[src/rtl/conv_pe.sv]
// Convolution processing element: TAPS-wide signed-weight x unsigned-pixel
// dot product per beat, accumulated over a group, then shifted, optionally
// ReLU-clamped and saturated. Two-stage pipeline with one global stall.

// Per-tap multiplier: zero-extended pixel times signed weight, sign-extended
// to the accumulator width.
module conv_pe_tap #(
  parameter int PW    = 8,
  parameter int WW    = 8,
  parameter int ACC_W = 24
) (
  input  logic [WW-1:0]    w,
  input  logic [PW-1:0]    pix,
  output logic [ACC_W-1:0] prod
);
  logic signed [WW+PW:0] mul;

  assign mul  = $signed(w) * $signed({1'b0, pix});
  assign prod = {{(ACC_W-WW-PW-1){mul[WW+PW]}}, mul};
endmodule

module conv_pe #(
  parameter int TAPS  = 3,
  parameter int PW    = 8,
  parameter int WW    = 8,
  parameter int ACC_W = 24,
  parameter int OW    = 16
) (
  input  logic                 clk,
  input  logic                 rstn,
  input  logic                 w_load,
  input  logic [WW-1:0]        w_data,
  input  logic [TAPS*PW-1:0]   p,
  input  logic                 p_valid,
  input  logic                 p_last,
  output logic                 p_ready,
  input  logic [4:0]           shift,
  input  logic                 relu_en,
  output logic [OW-1:0]        o,
  output logic                 o_valid,
  input  logic                 o_ready
);
  localparam logic signed [ACC_W-1:0] OMAX = {{(ACC_W-OW+1){1'b0}}, {(OW-1){1'b1}}};
  localparam logic signed [ACC_W-1:0] OMIN = {{(ACC_W-OW+1){1'b1}}, {(OW-1){1'b0}}};

  typedef struct packed {
    logic             last;
    logic [4:0]       shift;
    logic             relu;
    logic [ACC_W-1:0] sum;
  } s1_t;

  logic [TAPS-1:0][WW-1:0]    w;
  logic [TAPS-1:0][ACC_W-1:0] prod;
  logic [ACC_W-1:0]           sum;
  logic                       en;
  logic [1:0]                 vld_pipe;   // [0] stage-1 beat, [1] result
  s1_t                        s1;
  logic signed [ACC_W-1:0]    acc, tot, shd, r;

  // Only a pending result that downstream refuses stalls the pipe.
  assign en      = !(vld_pipe[1] && !o_ready);
  assign p_ready = en;
  assign o_valid = vld_pipe[1];

  // Tap 0 lives in the most-significant pixel slice.
  for (genvar k = 0; k < TAPS; k++) begin : g_tap
    conv_pe_tap #(.PW(PW), .WW(WW), .ACC_W(ACC_W)) u_tap (
      .w    (w[k]),
      .pix  (p[(TAPS-1-k)*PW +: PW]),
      .prod (prod[k])
    );
  end

  // Adder tree over the tap products.
  always_comb begin
    sum = '0;
    for (int k = 0; k < TAPS; k++) sum = sum + prod[k];
  end

  // Weight shift chain; never stalled, and the beat seen on the same edge
  // has already used the old weights combinationally.
  always_ff @(posedge clk or negedge rstn) begin
    if (!rstn) begin
      w <= '0;
    end else if (w_load) begin
      for (int k = 0; k < TAPS-1; k++) w[k] <= w[k+1];
      w[TAPS-1] <= w_data;
    end
  end

  // Group close-out: floor shift, optional ReLU, saturate to OW bits.
  always_comb begin
    tot = acc + $signed(s1.sum);
    shd = tot >>> s1.shift;
    r   = shd;
    if (s1.relu && shd < 0) r = '0;
    if (r > OMAX)      r = OMAX;
    else if (r < OMIN) r = OMIN;
  end

  // Stage 1 captures the beat sum and tags; stage 2 accumulates or emits.
  always_ff @(posedge clk or negedge rstn) begin
    if (!rstn) begin
      vld_pipe <= '0;
      s1       <= '0;
      acc      <= '0;
      o        <= '0;
    end else if (en) begin
      vld_pipe[0] <= p_valid;
      s1          <= '{last: p_last, shift: shift, relu: relu_en, sum: sum};
      vld_pipe[1] <= vld_pipe[0] && s1.last;
      if (vld_pipe[0]) begin
        if (s1.last) begin
          o   <= r[OW-1:0];
          acc <= '0;
        end else begin
          acc <= tot;
        end
      end
    end
  end
endmodule
[config.mk]
export PLATFORM = sky130hd
export DESIGN_NAME = conv_pe
export DESIGN_NICKNAME = d
export VERILOG_FILES = /design/src/rtl/conv_pe.sv
export SDC_FILE = /design/constraint.sdc
export NUM_CORES = 1
export LEC_CHECK = 0
export BUFFER_PORTS_ARGS = -buffer_cell sky130_fd_sc_hd__buf_4
export CAP_MARGIN = 20
export CORE_MARGIN = 5
export CORE_UTILIZATION = 29
export DETAILED_ROUTE_END_ITERATION = 10
export PLACE_DENSITY = 0.49
export SLEW_MARGIN = 40
export SYNTH_ARGS = -nofsm -noshare
export SYNTH_HDL_FRONTEND = slang
export SYNTH_SLANG_ARGS = --single-unit
[constraint.sdc]
create_clock -name clk -period 16.3 [get_ports clk]
set_input_delay 1.63 -clock clk [delete_from_list [all_inputs] [get_ports clk]]
set_output_delay 1.63 -clock clk [all_outputs]
set_load 0.005 [all_outputs]
=== After elaboration in Yosys (flattened, before gate mapping) ===
Index checks and enable logic that the tools add are counted.

* Register bits: 97
* Latch bits: 0
* Bits in writable memories: 0
* Bits in read-only memories: 0
* Input port bits: 44
* Output and inout bits: 18
* Logic and storage cells: 32
* Memories kept: 0

* Add/subtract/negate cells: 3
* Multipliers: 3
* Div/mod/pow operators: 0
* Magnitude comparators: 3
* Equal/unequal tests: 0
* Shifts and indexed selects: 1
* Mux-type cells: 4
* Bitwise operators: 1
* Reductions and logical operators: 7

{| class="wikitable"
|+ Operators by type and width
! operator !! number
|-
| multiplier 8 x 9 -> 17 bit || 3
|-
| 2-to-1 mux 24 bit || 2
|-
| 2-to-1 mux 16 bit || 2
|-
| adder 24 bit || 1
|-
| > comparator 24 x 16 -> 1 bit (second input constant) || 1
|-
| < comparator 24 x 1 -> 1 bit (second input constant) || 1
|-
| < comparator 24 x 16 -> 1 bit (second input constant) || 1
|-
| >>> shifter 24 x 5 -> 24 bit || 1
|-
| adder 18 x 17 -> 19 bit || 1
|-
| adder 17 x 17 -> 18 bit || 1
|-
| logical AND 1 bit || 3
|-
| AND reduction 3 bit || 1
|-
| zero test 1 bit || 2
|-
| AND reduction 2 bit || 1
|-
| inverter 1 bit || 1
|}

=== Longest topological paths before layout ===
Gate-level depths: netlist of the first run.

* Depth after elaboration: 8
* Mapped depth: 28
* Mapped depth without buffers: 27

=== By module ===
A second synthesis of the first run with hierarchy kept.

* Cell total of the unflattened synthesis: 1759
* Area total of the unflattened synthesis: 15371.0 sq um

{| class="wikitable"
|+ Modules (own cells, without submodules)
! module !! instances !! cells each !! area an instance (sq um) !! sequential area each (sq um)
|-
| conv_pe || 1 || 919 || 8217.9 || 2427.3
|-
| conv_pe_tap (g_tap[0].u_tap) || 1 || 279 || 2391.0 || 0.0
|-
| conv_pe_tap (g_tap[1].u_tap) || 1 || 280 || 2386.0 || 0.0
|-
| conv_pe_tap (g_tap[2].u_tap) || 1 || 281 || 2376.0 || 0.0
|}

=== Worst setup path after synthesis of the first run ===
OpenSTA, ideal clock, no wires.

* Path kind: input-to-reg
* Start: input p[21]
* End: register s1[17] in the netlist's numbering
* Setup time: 125 ps
* Data arrival time: 7638 ps
* Data required time: 16175 ps
* Slack: 8537 ps
* Stages: 25
* Path buffers: 0
* Cell sequence: and2_1 -> fa_1 -> fa_1 -> inv_1 -> fa_1 -> inv_1 -> fa_1 -> fa_1 -> inv_1 -> fa_1 -> inv_1 -> fa_1 -> ha_1 -> nor2b_1 -> o21ai_0 -> a21boi_0 -> o21ai_0 -> a21boi_0 -> o21ai_0 -> a21boi_0 -> o31ai_1 -> a21oi_1 -> a21oi_1 -> xnor2_1 -> mux2_2

* Longest elaborated chain between the ends: 3

{| class="wikitable"
|+ RTL lines
! element !! line !! RTL
|-
| start, declared || 33 || <nowiki>input logic [TAPS*PW-1:0] p,</nowiki>
|-
| multiplier 8 x 9 -> 17 bit || 18 || <nowiki>assign mul = $signed(w) * $signed({1'b0, pix});</nowiki>
|-
| adder 17 x 17 -> 18 bit || 78 || <nowiki>for (int k = 0; k < TAPS; k++) sum = sum + prod[k];</nowiki>
|-
| adder 18 x 17 -> 19 bit || 78 ||
|-
| end signal, assigned || 111 || <nowiki>s1 <= '{last: p_last, shift: shift, relu: relu_en, sum: sum};</nowiki>
|-
| end, declared || 58 || <nowiki>s1_t s1;</nowiki>
|}

Every way passes these cells.
A chain may end at the register's enable or synchronous reset.

=== Final worst setup path of the first run ===
Same ends and word-level chain as after synthesis.

==> results of run 1 <==
==> Yosys cell counts (15+ instances only) <==
cell type	count	area, sq um
a21oi_1	71	355
mux2_2	41	462
o21ai_0	62	310
o211ai_1	18	135
nand3_1	15	75.1
dfrtp_1	92	2300
nand2_1	140	526
inv_1	259	972
mux2i_1	24	240
ha_1	134	1680
nor2_1	74	278
fa_1	167	3340
clkbuf_1	35	131
and2_1	107	669
xnor2_1	19	166
nand2b_1	16	100
==> cell type report <==
class	count	area (sq um)	share of cell area [%]
Clock buffer	10	229	1.53
Clock inverter	6	53.8	0.360
Inverter	262	983	6.58
Multi-Input combinational cell	1096	10100	67.3
Sequential cell	92	2300	15.4
Tap cell	607	759	5.08
Timing Repair Buffer	73	556	3.72
==> worst max-delay path: cells and delay by family <==
family | cells | cell delay (ns)
buf+inv | 5 | 0.34
fa+ha+maj | 8 | 3.82
mux | 1 | 0.26
xor+xnor | 1 | 0.09
simple gates | 2 | 0.32
compound gates | 9 | 2.00
==> per-layer routing <==
metal,vias to the layer above,global-route usage (%)
li1,4994,-
met1,5316,20.9
met2,144,26.6
met3,29,1.99
met4,0,3.67
met5,-,0
==> worst max-delay path by stage <==
| stage | startpoint | end | slack, ns | cells past startpoint |
|---|---|---|---|---|
| floorplan | p[21] | s1[17] | 8.54 | 25 |
| finish | p[21] | s1[17] | 8.10 | 26 |
| global route | p[21] | s1[17] | 7.70 | 26 |
| global placement | p[21] | s1[17] | 7.82 | 26 |
| CTS | p[21] | s1[17] | 8.14 | 26 |
| detailed placement | p[21] | s1[17] | 7.73 | 26 |
==> cell families (layout without fill, tap and decap cells) <==
group / after synthesis / count (layout) / synth area share, %
simple gates: 415 / 415 / 15.5
compound gates: 279 / 279 / 13.6
buf+inv: 316 / 351 / 8.92
xor+xnor: 32 / 32 / 2.12
flops: 92 / 92 / 17.0
mux: 69 / 69 / 5.89
fa+ha+maj: 301 / 301 / 37.0
==> metrics by stage <==
| stage | worst slack [ns] | std cells | instance area [sq um] | hold WS, ns | utilization, % |
|---|---|---|---|---|---|
| after floorplan | 8.54 | 1504 | 13600 | 0.443 | - |
| after global placement | 7.82 | 2129 | 14600 | 0.457 | 31.5 |
| after detailed placement | 7.73 | 2129 | 14600 | 0.466 | 31.5 |
| after CTS | 8.14 | 2145 | 14900 | 0.484 | 32.1 |
| after global routing | 7.70 | 2146 | 14900 | 0.517 | 32.2 |
| final | 8.10 | 2146 | 14900 | 0.479 | 32.2 |
==> sequential cells by signal, indices dropped and copies added (netlist names) <==
name / flops
acc: 24
w: 24
s1: 26
o: 16
vld_pipe: 2
==> reports/results.ini, run 1 <==
[status]
status=finished clean

[route]
routed.top_layer=met4
wl_met2_um=18800
drtIter0Drc=667
dr_wl_met3_um=997
wl_per_cell_um=17.7
drt-vias-per-instance=4.88
wl_met1_um=17700
final_antenna_net_count=0
drc=0
first_pass_iters=5
num_vias=10483
drt-total-wl_um=38100

[cts]
clk_latency_ns=0.39
cts.hold.buffers_added=0
ctsResizeCount=0
cts_tree=built
cts_made_buffers=9
path_clk_slew_ns=0.07
clockBufferDepth=2
cts_root_buf=clkbuf_16
cts_setup_buffers=0
clkSinkCount=92
h-tree-depth=3

[sta]
rsz0062_at_grt=no
setup_violations=0
period_minus_slack_ns=8.20
tns_ns=0
worst_pin_slew_ns=0.832
max_slew_margin_pct=44.3
fmax_mhz=122
slew_viol_final=0
fin_worst_skew_ns=0.0191
finalCritPeriodShare_pct=50.3
hold_viol_final=0

[grt]
grt_max_degree=58
grt_pass1_wl_um=62200
overflow=0
grt_pass1_vias=11228
grt_usage_pct=15.5
antenna_found_initial=0

[worst_setup_path]
path_class=in2reg
cp_slowest_cell=fa_1
startpoint_type=input port
r2r_slack_ns=8.98
worst-endpoint-required_ns=16.57
arrival_ns=8.47
setup.worst_path.end_class=register
path_max_fanout=8
r2r-start=w[7]
path_common_cell=fa_1
cpPeakStageDelay_ns=0.54
r2r-end=s1[17]
r2r_cells=24

[yosys]
netlist_area_sq_um=13600
ys_seq_elements=92
synth_area_per_cell_sq_um=9.02
synthArstFlopShare_pct=100
yosys_warnings=0
post_synth_num_cell_types=83
synth.net_count=1849
synth_ff_type=dfrtp_1
yosysSeqAreaShare_pct=17.0
synth_edf_count=0
synth_cells=1504

[die]
dieArea_sq_um=51200
die_w_um=226
row_count=79
num_io_pins=62
initial_core_util_pct=29.2
die_h_um=226
fp.coreArea_sq_um=46500

[placed_design]
place_hpwl_um=30400
gp_congestion=0.860
port_buffers=61

[final_layout]
nNetsFinal=1879
final_cell_mix=inv_1 (259), fa_1 (167), nand2_1 (140), ha_1 (134), and2_1 (107)
syn2layout_area_growth_pct=10.1
post_route_cells_drive_above_1_share_pct=10.7
diodes=0
nFillCells=4929
final_common_cell=inv_1

[min_path]
min_to=acc[0]
min_path_cells=2
hold_class=reg2reg
min-delay-start=acc[0]

[job]
maxCapViolations=0

Power of run 1 is not shown: default switching activity piles up to over one toggle a cycle in this logic, so the estimate is an artifact.
==> inputs of run 2 (changes only) <==
Clock period 16.3 ns to 7.6 ns, I/O delays scaled along.
==> run 2 against run 1 <==
Worst setup slack lost 7.6 ns; sequential share of layout area shrank 0.11 points; clock-buffer cell count unchanged; critical path depth did not move; global-route usage is 0.12 points higher; die area is the same; final cell count is 0.56% higher.
==> reports/results.ini, run 2 (synthesis gave the netlist of run 1 again) <==
[min_path]
hold_class=in2async

[cts]
clkSinkCount=92
cts_root_buf=clkbuf_16
cts_tree=built
cts_setup_buffers=0
cts_made_buffers=9
h-tree-depth=3
clk_latency_ns=0.38
cts.hold.buffers_added=0
path_clk_slew_ns=0.07
clockBufferDepth=2

[sta]
fin_worst_skew_ns=0.0121
fmax_mhz=142
period_minus_slack_ns=7.06
max_slew_margin_pct=50.6
hold_viol_final=0
setup_violations=0
rsz0062_at_grt=no
worst_pin_slew_ns=0.739
setup_ws_ns=0.538
slew_viol_final=0
finalCritPeriodShare_pct=92.9

[worst_setup_path]
arrival_ns=7.33
path_class=in2reg
setup.worst_path.end_class=register
startpoint_type=input port
worst-endpoint-required_ns=7.86
path_max_fanout=3

[die]
dieArea_sq_um=51200
row_count=79
num_io_pins=62
initial_core_util_pct=29.2
die_w_um=226
die_h_um=226
fp.coreArea_sq_um=46500

[grt]
antenna_found_initial=1
grt_max_degree=67
grt_pass1_vias=11337
overflow=0
grt_usage_pct=15.6
grt_pass1_wl_um=62900

[route]
drc=0
drt-total-wl_um=38100
num_vias=10547
first_pass_iters=5
wl_per_cell_um=17.7
drt-vias-per-instance=4.89
drtIter0Drc=506
final_antenna_net_count=0

[final_layout]
final_cell_mix=inv_1 (259), fa_1 (167), nand2_1 (140), ha_1 (134), and2_1 (107)
largest-register=s1
syn2layout_area_growth_pct=11.0
final_common_cell=inv_1
nNetsFinal=1890
largest_reg_flops=26
largestRegisters=s1: 26 flops, acc: 24 flops, w: 24 flops
post_route_cells_drive_above_1_share_pct=11.5

[placed_design]
gp_congestion=0.870
place_hpwl_um=30700
place_ws_ns=-0.0690
port_buffers=61

[status]
status=finished clean

[job]
maxCapViolations=0

[run 2: changes by cell type in the layout (fill, tap and decap cells not counted)]
cell	change
clkinv_8	+1
clkinv_4	-1
dfrtp_1	-2
buf_4	+11
inv_8	-1
o31ai_1	-1
bufinv_16	+1
o21ai_0	-1
o31ai_2	+1
diode_2	+1
dfrtp_2	+2
o21ai_1	+1
[run 2: worst paths after layout]
kind / slack, ns / cells after the start / endpoint / startpoint
worst max-delay path: 0.54 / 26 / s1[17] / p[21]
worst min-delay path: 0.32 / 1 / w[10] / rstn
worst max register to register: 0.64 / 23 / s1[17] / w[10]
worst min register to register: 0.47 / 2 / acc[0] / acc[0]
max in group asynchronous: 6.25 / 2 / s1[28] / rstn
min in group clk: 0.47 / 2 / acc[0] / acc[0]
[run 2: through the flow]
| step | hold slack (ns) | utilization, % | setup TNS, ns | instances | cell area [sq um] |
|---|---|---|---|---|---|
| floorplan | 0.443 | - | 0 | 1504 | 13600 |
| CTS | 0.312 | 32.4 | 0 | 2156 | 15000 |
| detailed placement | 0.460 | 31.7 | -0.0690 | 2140 | 14700 |
| finish | 0.323 | 32.4 | 0 | 2158 | 15100 |
| global route | 0.344 | 32.4 | 0 | 2158 | 15100 |
| global placement | 0.454 | 31.7 | 0 | 2140 | 14700 |
[run 2: what timing repair did]
item / 4_1_cts / 5_1_grt
resized for setup: 0 / 3
endpoints found under the hold margin: 0 / 0
endpoints found under the setup margin: 0 / 2
[run 2: layer usage]
metal	track usage, %	wire length, um	vias to the layer above
li1	-	-	5022
met1	21.1	17300	5298
met2	26.2	18400	192
met3	2.65	1730	35
met4	4.09	687	0
met5	0	0	-
[run 2: area by class of cell]
type | instances | area (sq um)
Fill cell | 4931 | 31400
Multi-Input combinational cell | 1096 | 10100
Sequential cell | 92 | 2300
Inverter | 262 | 983
Tap cell | 607 | 759
Timing Repair Buffer | 84 | 638
Clock buffer | 10 | 229
Clock inverter | 6 | 80.1
Antenna cell | 1 | 2.50
[run 2: critical path, stage by stage]
cell and delay [ns]:
buf_4 0.12, and2_1 0.17, fa_1 0.53, fa_1 0.55
inv_1 0.06, fa_1 0.54, inv_1 0.06, fa_1 0.48
fa_1 0.54, inv_1 0.05, fa_1 0.48, inv_1 0.05
fa_1 0.43, ha_1 0.33, nor2b_1 0.15, o21ai_0 0.23
a21boi_0 0.17, o21ai_1 0.20, a21boi_0 0.13, o21ai_0 0.22
a21boi_0 0.19, o31ai_2 0.29, a21oi_1 0.11, a21oi_1 0.18
xnor2_1 0.07, mux2_2 0.25
Power of run 2 is left out for the same reason.
